## config.mk

```make
export PLATFORM = sky130hd
export DESIGN_NAME = demux16_deser
export DESIGN_NICKNAME = d
export VERILOG_FILES = /design/src/rtl/demux16_deser.sv
export SDC_FILE = /design/constraint.sdc
export NUM_CORES = 1
export LEC_CHECK = 0
export ABC_AREA = 1
export BUFFER_PORTS_ARGS = -buffer_cell sky130_fd_sc_hd__clkbuf_2
export CAP_MARGIN = 40
export CORE_MARGIN = 1
export CORE_UTILIZATION = 49
export DETAILED_ROUTE_END_ITERATION = 8
export GPL_TIMING_DRIVEN = 0
export PLACE_DENSITY = 0.66
export SLEW_MARGIN = 30
export SYNTH_ARGS = -nofsm -noshare
export SYNTH_HDL_FRONTEND = slang
export SYNTH_SLANG_ARGS = --single-unit
```

## constraint.sdc

```tcl
create_clock -name clk -period 1.8 [get_ports clk]
set_input_delay 0.54 -clock clk [delete_from_list [all_inputs] [get_ports clk]]
set_output_delay 0.54 -clock clk [all_outputs]
set_load 0.02 [all_outputs]
```

## src/rtl/demux16_deser.sv

```systemverilog
// Serial-to-parallel receiver for the 16:1 channel multiplexer path.
// Steers each valid beat into its channel slot and publishes whole 16-bit frames.
module demux16_deser (
    input  logic        clk,
    input  logic        rst,
    input  logic        in_bit,
    input  logic        in_valid,
    input  logic        sync,
    output logic [15:0] out,
    output logic        frame_valid,
    output logic [3:0]  sel,
    output logic        locked,
    output logic        sync_err
);

    typedef enum logic {
        HUNT = 1'b0,
        LOCK = 1'b1
    } state_e;

    localparam logic [3:0] LAST_CH = 4'd15;

    state_e      state_q, state_d;
    logic [3:0]  sel_q, sel_d;
    logic [15:0] shadow_q, shadow_d;
    logic [15:0] out_q, out_d;
    logic        frame_valid_q, frame_valid_d;
    logic        sync_err_q, sync_err_d;

    // NOTE: every next-state signal gets a default before any branch, so no path
    // through this block leaves a variable unassigned and no latch is inferred.
    always_comb begin
        state_d       = state_q;
        sel_d         = sel_q;
        shadow_d      = shadow_q;
        out_d         = out_q;
        frame_valid_d = 1'b0;
        sync_err_d    = 1'b0;

        if (in_valid) begin
            unique case (state_q)
                HUNT: begin
                    // Unsynchronised beats are dropped until a frame start shows up.
                    if (sync) begin
                        shadow_d[0] = in_bit;
                        sel_d       = 4'd1;
                        state_d     = LOCK;
                    end
                end
                LOCK: begin
                    if (sync && (sel_q != 4'd0)) begin
                        // Early sync: abandon the partial frame and restart at channel 0.
                        sync_err_d  = 1'b1;
                        shadow_d[0] = in_bit;
                        sel_d       = 4'd1;
                    end else begin
                        shadow_d[sel_q] = in_bit;
                        sel_d           = sel_q + 4'd1;
                        if (sel_q == LAST_CH) begin
                            out_d         = {in_bit, shadow_q[14:0]};
                            frame_valid_d = 1'b1;
                        end
                    end
                end
                default: state_d = HUNT;
            endcase
        end
    end

    // NOTE: sequential state uses non-blocking assignments so every register
    // samples the pre-edge values regardless of statement order.
    // NOTE: the shadow slots are reset too; it is only 16 flops and keeps the
    // visible frame contents deterministic after reset.
    always_ff @(posedge clk or posedge rst) begin
        if (rst) begin
            state_q       <= HUNT;
            sel_q         <= 4'd0;
            shadow_q      <= 16'h0000;
            out_q         <= 16'h0000;
            frame_valid_q <= 1'b0;
            sync_err_q    <= 1'b0;
        end else begin
            state_q       <= state_d;
            sel_q         <= sel_d;
            shadow_q      <= shadow_d;
            out_q         <= out_d;
            frame_valid_q <= frame_valid_d;
            sync_err_q    <= sync_err_d;
        end
    end

    assign out         = out_q;
    assign frame_valid = frame_valid_q;
    assign sel         = sel_q;
    assign locked      = (state_q == LOCK);
    assign sync_err    = sync_err_q;

endmodule

```

==> qor.yml <==
worst_hold_path:
  min-delay-path-class: "in2async"
cts:
  cts_setup_buffers: 0
  cts_tree: "built"
  hold_buffers: 0
  clk_latency_ns: 0.29
  clockBufferDepth: 2
  clk_pin_slew_ns: 0.07
  cts_buffers: 5
  cts_resized: 0
  ctsRootBufferMaster: "clkbuf_8"
  htreeDepth: 2
  numClockSinks: 38
global_route:
  grt_pass1_wl_um: 7120
  overflow: 0
  globalRouteMet2Util_pct: 36.6
  grt_usage_pct: 22.9
  use_met1_pct: 30.4
  grt-busiest-layer: "met2"
  antenna_found_initial: 0
  grt_pass1_vias: 1515
  grt_max_degree: 21
  use_met3_pct: 4.82
yosys:
  seq_area_frac_synth_pct: 50.5
  synth_top_cell_area_share_pct: 50.5
  yosysTopAreaCell: "dfrtp_1"
  syn-cell-area_um2: 1880
  ys_ff_latch: 38
  yosysUniqueCellTypes: 20
  synth_area_per_cell_um2: 8.33
  synthCells: 226
  synthTopCellsByArea: "dfrtp_1 (51%), nand2_1 (16%), nand4_1 (10%)"
  ys_warn_count: 0
  synth_nets: 235
timing:
  setup_violations: 0
  max_freq_mhz: 604
  tightest_slew_ns: 0.470
  rsz0062_at_grt: "false"
  min_period_ns: 1.65
  slew_headroom_pct: 68.3
  min_period_over_period_pct: 91.9
  skew_ns: 0.00310
  slew_violations: 0
  hold_viol: 0
critical_path:
  critPathMaxFanout: 10
  endpoint: "out[0]"
  timing.rr.start: "sel[0]"
  critPathCaptureType: "flip-flop"
  crit_required_ns: 1.98
  worstPathArrival_ns: 1.84
  startpoint: "sel[0]"
  crit_type: "reg2reg"
  r2r_cells: 7
  crit_path_start_kind: "flip-flop"
  worst-r2r-setup-slack_ns: 0.15
  rr_endpoint: "out[0]"
detailed_routing:
  drt-wirelength-per-cell_um: 13.0
  routed_wl_um: 4020
  num_vias: 1592
  drtAntennaViolNets: 0
  drc: 0
  via_per_inst: 5.14
  drt_pass1_iterations: 5
  drtIter0Drc: 107
pwr:
  ir_drop_v: 0.000970
  p_leak_nw: 1.21
  cellPowerDensity_nw_per_um2: 1210
placement:
  dp.final_hpwl_um: 2920
  portBuffers: 27
  dpl.cell_count: 302
  routabilityCongestion: 0.899
floorplan:
  rows: 22
  die-area_um2: 4090
  coreArea_um2: 3660
  num_io_pins: 28
  start_util_pct: 51.4
  die_w_um: 64.0
  dieHeight_um: 64.0
final_layout:
  layout.cells.non_filler: 310
  fin_util_pct: 60.5
  fillers: 349
  drive_gt1_share_pct: 20.6
  syn2layout_area_growth_pct: 17.6
  nNetsFinal: 270
  diodes: 0
run:
  drv_cap: 0
status:
  status: "completed"
## state kept, by name, summed over array words and instances, names as in the netlist
register	count
sync_err	1
sel	4
shadow_q	15
out	16
frame_valid	1
locked	1
## cells in the final DEF (no fill, tap or decap)
master,count
clkbuf_1,2
nand2_1,81
inv_1,11
buf_16,1
clkinv_2,2
nand4_1,31
nand3_2,2
nand3_1,15
nor2_1,21
nand3_4,1
o21ai_0,2
clkbuf_2,27
nand2_2,1
nand3b_1,1
a21oi_1,1
buf_2,5
dfrtp_1,38
xor2_1,1
clkbuf_8,5
nor2_8,1
buf_4,2
buf_6,3
inv_2,3
ha_1,4
bufinv_16,1
## final cells by class
cell class | count | area, um^2 | share of cell area [%]
sequential | 38 | 951 | 43.0
multi-input combinational | 162 | 797 | 36.0
timing repair buffer | 28 | 163 | 7.35
buffer | 12 | 81.3 | 3.67
clock buffer | 5 | 68.8 | 3.11
tap | 48 | 60.1 | 2.71
inverter | 14 | 52.6 | 2.37
clock inverter | 3 | 40.0 | 1.81
## power by group
group	internal, mW	switching, mW
logic	0.258	0.522
registers	1.04	0.147
clock network	0.408	0.300
## worst min path at each step
stage | startpoint | to | slack [ns] | depth (start not counted)
6_report | rst | out[3] | 0.23 | 2
5_1_grt | rst | shadow_q[8] | 0.27 | 2
4_1_cts | rst | out[3] | 0.25 | 2
3_5_place_dp | out[4] | out[4] | 0.46 | 2
3_3_place_gp | out[2] | out[2] | 0.45 | 2
2_1_floorplan | shadow_q[8] | shadow_q[8] | 0.44 | 2
## cell families after synthesis
group                    Yosys count  synth area share, %
AND/OR/NAND/NOR                  154                 38.4
flip-flops                        38                 50.5
buffers and inverters             26                 7.11
adder cells (fa/ha/maj)            4                 2.66
AO/OA/AOI/OAI                      3                0.798
XOR/XNOR                           1                0.466
## synth_stat cells
cell type	instances
a21oi_1	1
buf_2	5
buf_4	2
buf_6	3
clkbuf_1	2
dfrtp_1	38
ha_1	4
inv_1	12
inv_2	2
nand2_1	81
nand2_2	1
nand3_1	15
nand3_2	2
nand3_4	1
nand3b_1	1
nand4_1	31
nor2_1	21
nor2_8	1
o21ai_0	2
xor2_1	1
## metrics by stage
step	setup TNS, ns	area, um^2	hold slack, ns	worst slack (ns)	power (mW)
after CTS	0	2210	0.247	0.142	2.69
after floorplan	0	1880	0.442	0.262	1.75
after global placement	-2.90	2080	0.454	-0.0776	1.95
after global routing	0	2210	0.275	0.0239	2.87
final	0	2210	0.230	0.146	2.67
after detailed placement	0	2100	0.457	0.161	1.98
## metal layers
layer	wire length (um)	up-vias
met4	62	0
met2	1870	34
met3	143	6
met1	1940	737
met5	0	-
li1	-	815
## critical path, stage by stage (launching register included)
cell and delay [ns]:
dfrtp_1 0.48, ha_1 0.27, nand3_2 0.15, nor2_8 0.19, nand3_4 0.17, buf_6 0.18
nand2_1 0.05, nand2_1 0.05
Note: power is estimated with default switching activity, not from simulation.
